==> src/rtl/multimode_ff_bank.sv <==
// multimode_ff_bank: WIDTH-bit flip-flop bank that acts as SR, JK, D or T
// flip-flops under run-time mode control. In SR mode, S=R=1 resolves to a
// fixed parameter-selected value. Such cycles are reported as conflicts:
// a registered one-cycle pulse, a sticky flag and a saturating counter.
module multimode_ff_bank #(
  parameter int               WIDTH       = 4,
  parameter logic [WIDTH-1:0] RESET_VAL   = '0,
  parameter int               SR_CONFLICT = 0,   // 0 hold, 1 set wins, 2 reset wins
  parameter int               CNT_W       = 8
) (
  input  logic             clk,
  input  logic             rst,
  input  logic             en,
  input  logic [1:0]       mode,
  input  logic [WIDTH-1:0] a,
  input  logic [WIDTH-1:0] b,
  input  logic             clr_err,
  output logic [WIDTH-1:0] q,
  output logic [WIDTH-1:0] q1,
  output logic             err,
  output logic             err_sticky,
  output logic [CNT_W-1:0] err_cnt
);

  typedef enum logic [1:0] {
    MODE_SR = 2'b00,
    MODE_JK = 2'b01,
    MODE_D  = 2'b10,
    MODE_T  = 2'b11
  } mode_e;

  localparam logic [CNT_W-1:0] CNT_MAX = '1;

  // Any SR_CONFLICT value other than 0..2 has no defined meaning.
  if (SR_CONFLICT < 0 || SR_CONFLICT > 2) begin : g_bad_sr_conflict
    $error("multimode_ff_bank: SR_CONFLICT must be 0, 1 or 2");
  end

  logic [WIDTH-1:0] q_q, q_d;
  logic             err_q, err_d;
  logic             sticky_q, sticky_d;
  logic [CNT_W-1:0] cnt_q, cnt_d;
  logic             conflict;
  mode_e            mode_s;

  assign mode_s   = mode_e'(mode);
  assign conflict = en && (mode_s == MODE_SR) && ((a & b) != '0);

  // Per-bit next state of the bank for the selected mode.
  always_comb begin
    // NOTE: q_d gets a default first, so every path assigns it and no latch is inferred.
    q_d = q_q;
    if (en) begin
      for (int i = 0; i < WIDTH; i++) begin
        unique case (mode_s)
          MODE_SR: begin
            unique case ({a[i], b[i]})
              2'b00: q_d[i] = q_q[i];
              2'b01: q_d[i] = 1'b0;
              2'b10: q_d[i] = 1'b1;
              2'b11: begin
                if (SR_CONFLICT == 1)      q_d[i] = 1'b1;
                else if (SR_CONFLICT == 2) q_d[i] = 1'b0;
                else                       q_d[i] = q_q[i];
              end
            endcase
          end
          MODE_JK: begin
            unique case ({a[i], b[i]})
              2'b00: q_d[i] = q_q[i];
              2'b01: q_d[i] = 1'b0;
              2'b10: q_d[i] = 1'b1;
              2'b11: q_d[i] = ~q_q[i];
            endcase
          end
          MODE_D: q_d[i] = a[i];
          MODE_T: q_d[i] = a[i] ? ~q_q[i] : q_q[i];
        endcase
      end
    end
  end

  // Conflict bookkeeping: a fresh conflict outranks clr_err at the same edge.
  always_comb begin
    err_d    = conflict;
    sticky_d = sticky_q;
    cnt_d    = cnt_q;
    if (conflict) begin
      sticky_d = 1'b1;
      if (clr_err)               cnt_d = CNT_W'(1);
      else if (cnt_q != CNT_MAX) cnt_d = cnt_q + CNT_W'(1);
    end else if (clr_err) begin
      sticky_d = 1'b0;
      cnt_d    = '0;
    end
  end

  // State registers; reset clears everything at once, including a pending err pulse.
  always_ff @(posedge clk or posedge rst) begin
    if (rst) begin
      q_q      <= RESET_VAL;
      err_q    <= 1'b0;
      sticky_q <= 1'b0;
      cnt_q    <= '0;
    end else begin
      // NOTE: non-blocking assignments so every register samples pre-edge values.
      q_q      <= q_d;
      err_q    <= err_d;
      sticky_q <= sticky_d;
      cnt_q    <= cnt_d;
    end
  end

  assign q          = q_q;
  assign q1         = ~q_q;
  assign err        = err_q;
  assign err_sticky = sticky_q;
  assign err_cnt    = cnt_q;

endmodule

==> config.mk <==
export PLATFORM = sky130hd
export DESIGN_NAME = multimode_ff_bank
export DESIGN_NICKNAME = d
export VERILOG_FILES = /design/src/rtl/multimode_ff_bank.sv
export SDC_FILE = /design/constraint.sdc
export NUM_CORES = 1
export LEC_CHECK = 0
export ABC_AREA = 1
export ABC_CLOCK_PERIOD_IN_PS = 1600
export BUFFER_PORTS_ARGS = -buffer_cell sky130_fd_sc_hd__buf_2
export CELL_PAD_IN_SITES_DETAIL_PLACEMENT = 1
export CELL_PAD_IN_SITES_GLOBAL_PLACEMENT = 1
export CORE_UTILIZATION = 36
export CTS_CLUSTER_DIAMETER = 80
export DETAILED_ROUTE_END_ITERATION = 6
export GPL_TIMING_DRIVEN = 0
export PLACE_DENSITY = 0.9
export SLEW_MARGIN = 5
export SYNTH_ARGS = -nofsm -noshare
export SYNTH_HDL_FRONTEND = slang
export SYNTH_SLANG_ARGS = --single-unit
export TNS_END_PERCENT = 50
==> constraint.sdc <==
create_clock -name clk -period 1.6 [get_ports clk]
set_clock_uncertainty 0.15 [all_clocks]
set_input_delay 0.32 -clock clk [delete_from_list [all_inputs] [get_ports clk]]
set_output_delay 0.32 -clock clk [all_outputs]
set_load 0.02 [all_outputs]
==> flow_summary.ini, run 1 <==
[outcome]
status = finished, final reports clean

[worst_setup_path]
crit_arrival_ns = 1.57
crit_end = err_cnt[2]
worst-setup-path-type = reg -> reg
worstPathRequired_ns = 1.65
regToRegEndpoint = err_cnt[2]
crit_path_start_kind = register
r2r_cells = 7
crit_start = err_cnt[0]
reg2reg_slack_ns = 0.07
timing.critical_path.to_type = register
crit_path_max_fanout = 5
critical_path.reg2reg.startpoint = err_cnt[0]

[yosys]
synth_enable_flop_cells = 0
synth-async-reset-ratio = 1.000
synth_cell_type_count = 18
synthTopCellsByArea = sky130_fd_sc_hd__dfrtp_1 (27%), sky130_fd_sc_hd__nand2_1 (22%), sky130_fd_sc_hd__ha_1 (13%), sky130_fd_sc_hd__inv_1 (9.0%), sky130_fd_sc_hd__nand3_1 (7.0%)
synth_top_cells_by_count = sky130_fd_sc_hd__nand2_1 (76), sky130_fd_sc_hd__inv_1 (31), sky130_fd_sc_hd__nand3_1 (18)
synth_nets = 226
synth.yosys.seq_area_share = 0.2721
synth.yosys.warnings = 0
synth.most_common_cell = sky130_fd_sc_hd__nand2_1
netlist_area_sq_mm = 0.001287
yosysTopAreaCell = sky130_fd_sc_hd__dfrtp_1
syn-mean-instance-area_sq_um = 6.470
postSynth.topFlopCell = sky130_fd_sc_hd__dfrtp_1
post_synth_inst_count = 199
yosys_register_bits = 14
synth_largest_type_area_fraction = 0.2721

[pwr]
peakVddDrop_mv = 0.2573
clock_power_share = 0.225
internal_power_mw = 0.5640
power.density_mw_per_mm2 = 582.0
seq_power_share = 0.440
combinational_fraction_of_design_power = 0.335
swShare = 0.3824
power.static_leakage_nw = 0.9549
p_switching_mw = 0.3492

[die]
design.die.area_sq_mm = 0.003819
die-height_microns = 61.80
core.rowCount = 21
die_w_microns = 61.80
pin_count = 32
initial_core_util = 0.3798
core_area_sq_mm = 0.003390

[detailed_routing]
drt-pass1-iter-count = 4
route.met2.wl_microns = 1908
drt_drc_violations_left = 0
drtAntennaViolNets = 0
routedLengthMet1_microns = 1651
route.detailed.wl_per_inst_microns = 13.05
route.vias.total = 1357
routed_wl_microns = 3692
dr.max_layer_used = met4
detailroute.wirelength.met3_microns = 114
route.detailed.vias_per_inst = 4.795
detailedRoute.firstIterationViolations = 39

[clocking]
cts.reportedPaths.clkPinSlew_ns = 0.09
clock-root-buffer = sky130_fd_sc_hd__clkbuf_4
cts_max_path_buffers = 2
tritoncts_num_sinks = 14
htreeDepth = 1
clk-insertion-delay-late_ns = 0.30
clock_tree_from_tritoncts = built
tritoncts.num_buffers = 3

[flow_run]
number_of_maximum_capacitance_violations = 0

[grt]
globalRouteOverflowTotal = 0
largest_net_degree_at_the_start_of_global_routing = 15
via_count_of_the_first_global_routing_pass = 1306
grt_antenna_before_repair = 0
grt_use_total = 0.2013
grt_pass1_wl_microns = 5733

[layout]
final_layout_size_suffix_gt1_frac = 0.2363
areaGrowthSynthToFinish_pct = 21.87
nNetsFinal = 266
antenna_cells = 0
postLayoutCellArea_sq_mm = 0.001569

[sta]
relSlewSlack = 0.6287
worst-slew-pin-transition_ns = 0.5564
final-hold-violation-count = 0
finalMaxSlewViolations = 0
setup_ws_ns = 0.07214
final-setup-viol-count = 0
min_period_ns = 1.528
fmax_ghz = 0.6545
final.period_utilization = 0.9549

[placed_design]
io_buffer_count = 31
gp_congestion = 0.7975
placed_cell_area_sq_mm = 0.001500
pre_cts_ws_ns = -0.01124
dpl.hpwl_microns = 2706

[worst_hold_path]
worst_hold_path_type = in -> reg
cell type report:
type	count	area, sq um
flip-flops and latches	14	351.6
clock buffers	3	22.52
fillers	466	1821
plain buffers	1	5.005
inverters	33	123.9
repair buffers	34	180.2
multi-input cells	152	828.3
well taps	46	57.56
critical path, stage by stage, from the launching register on:
cell	delay [ns]
sky130_fd_sc_hd__dfrtp_2	0.45
sky130_fd_sc_hd__ha_1	0.25
sky130_fd_sc_hd__nand3_2	0.11
sky130_fd_sc_hd__inv_1	0.06
sky130_fd_sc_hd__nand2_2	0.10
sky130_fd_sc_hd__nand3_2	0.13
sky130_fd_sc_hd__nand3_1	0.12
sky130_fd_sc_hd__nand2_1	0.05
worst min-delay path by stage:
stage,end,cells past startpoint,startpoint,slack [ns]
2_1_floorplan,err,1,rst,0.06
3_3_place_gp,err_sticky,2,rst,0.26
3_5_place_dp,err_cnt[0],2,rst,0.25
4_1_cts,err_cnt[0],4,clr_err,0.19
5_1_grt,err_cnt[0],4,clr_err,0.24
6_report,err_cnt[0],4,clr_err,0.19
registers in the layout, summed over array words and instances (netlist names):
signal / flops
err: 1
err_cnt: 8
err_sticky: 1
q: 4
layout by cell type (no fill, tap or decap), types with 2 or more instances in the layout:
cell type and n:
sky130_fd_sc_hd__inv_2 2, sky130_fd_sc_hd__nor2_4 2, sky130_fd_sc_hd__inv_1 31, sky130_fd_sc_hd__o21ai_0 13, sky130_fd_sc_hd__dfrtp_1 13, sky130_fd_sc_hd__nor2_2 5
sky130_fd_sc_hd__buf_2 32, sky130_fd_sc_hd__nand4_1 4, sky130_fd_sc_hd__nand3_1 17, sky130_fd_sc_hd__ha_1 13, sky130_fd_sc_hd__nand2_4 2, sky130_fd_sc_hd__nor2_1 13
sky130_fd_sc_hd__buf_4 2, sky130_fd_sc_hd__nand2_1 75, sky130_fd_sc_hd__nand2_2 2, sky130_fd_sc_hd__nand3_2 2, sky130_fd_sc_hd__clkbuf_4 3
per-layer routing:
layer  vias to the layer above  GRT usage
met3                         2    0.03934
met4                         0    0.02857
met1                       631     0.2604
met5                         -          0
li1                        698          -
met2                        26     0.3548
power groups by stage:
stage / logic, mW / registers (mW) / clock network (mW)
final: 0.306 / 0.402 / 0.206
after global routing: 0.348 / 0.407 / 0.223
after CTS: 0.303 / 0.402 / 0.208
after detailed placement: 0.301 / 0.409 / 0
after global placement: 0.289 / 0.408 / 0
after floorplan: 0.164 / 0.431 / 0
stage by stage:
stage | hold slack [ns] | utilization | cells | setup TNS [ns] | power (mW)
3_3_place_gp | 0.2555 | 0.4426 | 276 | 0 | 0.6974
3_5_place_dp | 0.2524 | 0.4426 | 276 | -0.02899 | 0.7099
5_1_grt | 0.2366 | 0.4629 | 283 | -0.1665 | 0.9769
4_1_cts | 0.1919 | 0.4522 | 280 | 0 | 0.9136
6_report | 0.1921 | 0.4629 | 283 | 0 | 0.9131
2_1_floorplan | 0.05922 | - | 199 | 0 | 0.5954
cell families (layout without fill, tap and decap cells):
kind of cell             count (synthesis)  in the layout  synth area share
buffers and inverters                   34             71            0.1001
adder cells (fa/ha/maj)                 13             13            0.1263
AND/OR/NAND/NOR                        125            126            0.4509
flip-flops                              14             14            0.2721
AO/OA/AOI/OAI                           13             13           0.05053
timing repair:
action / 4_1_cts / 5_1_grt
setup buffers: 0 / 2
setup endpoints to repair: 0 / 8
gates resized for setup: 0 / 4
hold buffers: 1 / 0
hold endpoints to repair: 14 / 0
(Power assumes the default switching activity.)
==> inputs of run 2 (changes only) <==
CORE_UTILIZATION = 38   (was 36)
CTS_BUF_LIST = sky130_fd_sc_hd__clkbuf_4   (was unset)
PLACE_DENSITY = 0.94   (was 0.9)
==> flow_summary.ini, run 2 (same netlist as run 1, synthesis figures left out) <==
[die]
initial_core_util = 0.4116
core.rowCount = 20
die_w_microns = 60.21
die-height_microns = 60.21
pin_count = 32
core_area_sq_mm = 0.003128
design.die.area_sq_mm = 0.003625

[layout]
multiInputGateArea_sq_um = 813.3
final_cell_mix = sky130_fd_sc_hd__nand2_1 (76), sky130_fd_sc_hd__buf_2 (32), sky130_fd_sc_hd__inv_1 (31), sky130_fd_sc_hd__nand3_1 (17)
antenna_cells = 0
most_common_library_cell_in_the_layout_ignoring_fill_and_taps = sky130_fd_sc_hd__nand2_1
final_non_filler_cells = 281
areaGrowthSynthToFinish_pct = 20.70
num-fill-cells = 435
final-seq-area_sq_um = 350.3
largest_register_ffs = 8
final_layout_size_suffix_gt1_frac = 0.2194
nNetsFinal = 265

[pwr]
combinational_fraction_of_design_power = 0.325
p_switching_mw = 0.3653
seq_power_share = 0.428
power.static_leakage_nw = 0.9555
swShare = 0.3924
clock_power_share = 0.247
peakVddDrop_mv = 0.4261
internal_power_mw = 0.5656
power.density_mw_per_mm2 = 599.1

[worst_setup_path]
critical_path.slowest_cell = sky130_fd_sc_hd__dfrtp_1
max_stage_delay_ns = 0.41
worstPathCellList = ha_1 -> nand3_2 -> inv_1 -> nand2_1 -> nand3_4 -> nand3_1 -> nand2_1
timing.critical_path.to_type = register
worst-setup-path-type = reg -> reg
crit_path_max_fanout = 9
critPathBufInv = 1
crit_arrival_ns = 1.56
path_delay_family = simple AND/OR/NAND/NOR gates
crit_path_start_kind = register
worst_path_most_repeated_cell = sky130_fd_sc_hd__nand2_1
reg2reg_slack_ns = 0.08
worstPathRequired_ns = 1.64

[placed_design]
dp.cells = 274
dpl.hpwl_microns = 2659
io_buffer_count = 31
pre_cts_ws_ns = -0.003462
gp_congestion = 0.7649

[sta]
finalMaxSlewViolations = 0
fmax_ghz = 0.6569
min_period_ns = 1.522
worst-slew-pin-transition_ns = 0.5730
setup_ws_ns = 0.07761
rsz_0062_raised_after_global_routing = false
final.period_utilization = 0.9515
setup_total_negative_slack_ns = 0
relSlewSlack = 0.6176
final-setup-viol-count = 0
final-hold-violation-count = 0

[grt]
via_count_of_the_first_global_routing_pass = 1369
largest_net_degree_at_the_start_of_global_routing = 15
grt_antenna_before_repair = 0
globalRouteOverflowTotal = 0
grt_pass1_wl_microns = 6003
grt_use_total = 0.2195

[detailed_routing]
drt-pass1-iter-count = 4
route.detailed.wl_per_inst_microns = 12.83
route.detailed.vias_per_inst = 4.893
route.vias.total = 1375
drt_drc_violations_left = 0
routed_wl_microns = 3604
detailedRoute.firstIterationViolations = 69
drtAntennaViolNets = 0

[clocking]
tritoncts_num_sinks = 14
cts.reportedPaths.clkPinSlew_ns = 0.10
tritoncts.num_buffers = 3
htreeDepth = 1
clock-root-buffer = sky130_fd_sc_hd__clkbuf_4
cts_max_path_buffers = 2
clk-insertion-delay-late_ns = 0.29
clock_tree_from_tritoncts = built

[flow_run]
number_of_maximum_capacitance_violations = 0

[outcome]
status = finished, final reports clean

[worst_hold_path]
worst_hold_path_type = in -> reg
-- run 2: changes by cell type in the layout (fill, tap and decap cells not counted), sizes merged --
cell / delta
clkinv: +1
nand3: -1
-- run 2: worst paths after layout --
kind | start | depth (start not counted) | end
setup / recovery | err_cnt[0] | 7 | err_cnt[2]
hold / removal | clr_err | 4 | err_cnt[5]
setup reg to reg | err_cnt[0] | 7 | err_cnt[2]
hold reg to reg | err_sticky | 2 | err_sticky
max in group asynchronous | rst | 3 | err_cnt[7]
min in group asynchronous | rst | 3 | err_sticky
-- run 2: power by group through the flow --
stage | logic (mW) | clock network [mW] | registers, mW
floorplan | 0.164 | 0 | 0.431
global placement | 0.288 | 0 | 0.407
detailed placement | 0.297 | 0 | 0.407
CTS | 0.300 | 0.233 | 0.401
global route | 0.343 | 0.245 | 0.402
finish | 0.302 | 0.230 | 0.399
-- run 2: worst min-delay path, delay by kind of cell --
family / cells / cell delay [ns]
buffers and inverters: 1 / 0.11
AND/OR/NAND/NOR: 3 / 0.16
-- run 2: what timing repair did --
action,4_1_cts,5_1_grt
hold buffers,1,0
setup endpoints to repair,0,8
endpoints found under the hold margin,14,0
setup buffers,0,2
resized for setup,0,1
-- run 2: per-stage QoR --
| step | power [mW] | instance area (sq um) | util | hold slack (ns) |
|---|---|---|---|---|
| finish | 0.9309 | 1554 | 0.4968 | 0.1833 |
| global route | 0.9905 | 1554 | 0.4968 | 0.1906 |
| CTS | 0.9344 | 1534 | 0.4904 | 0.1842 |
| detailed placement | 0.7041 | 1498 | 0.4788 | 0.2511 |
| global placement | 0.6954 | 1498 | 0.4788 | 0.2386 |
| floorplan | 0.5954 | 1287 | - | 0.05922 |
-- run 2: layout make-up --
| class | instances | area share |
|---|---|---|
| Buffer | 1 | 0.003221 |
| Clock buffer | 3 | 0.01449 |
| Clock inverter | 1 | 0.002415 |
| Inverter | 33 | 0.07971 |
| Multi-Input combinational cell | 151 | 0.5233 |
| Sequential cell | 14 | 0.2254 |
| Tap cell | 44 | 0.03543 |
| Timing Repair Buffer | 34 | 0.1159 |
-- run 2: per-layer routing --
layer	share of wire	global-route usage
met5	0	0
met4	0.0022	0.02990
met3	0.017	0.02597
met2	0.51	0.3972
met1	0.47	0.2810
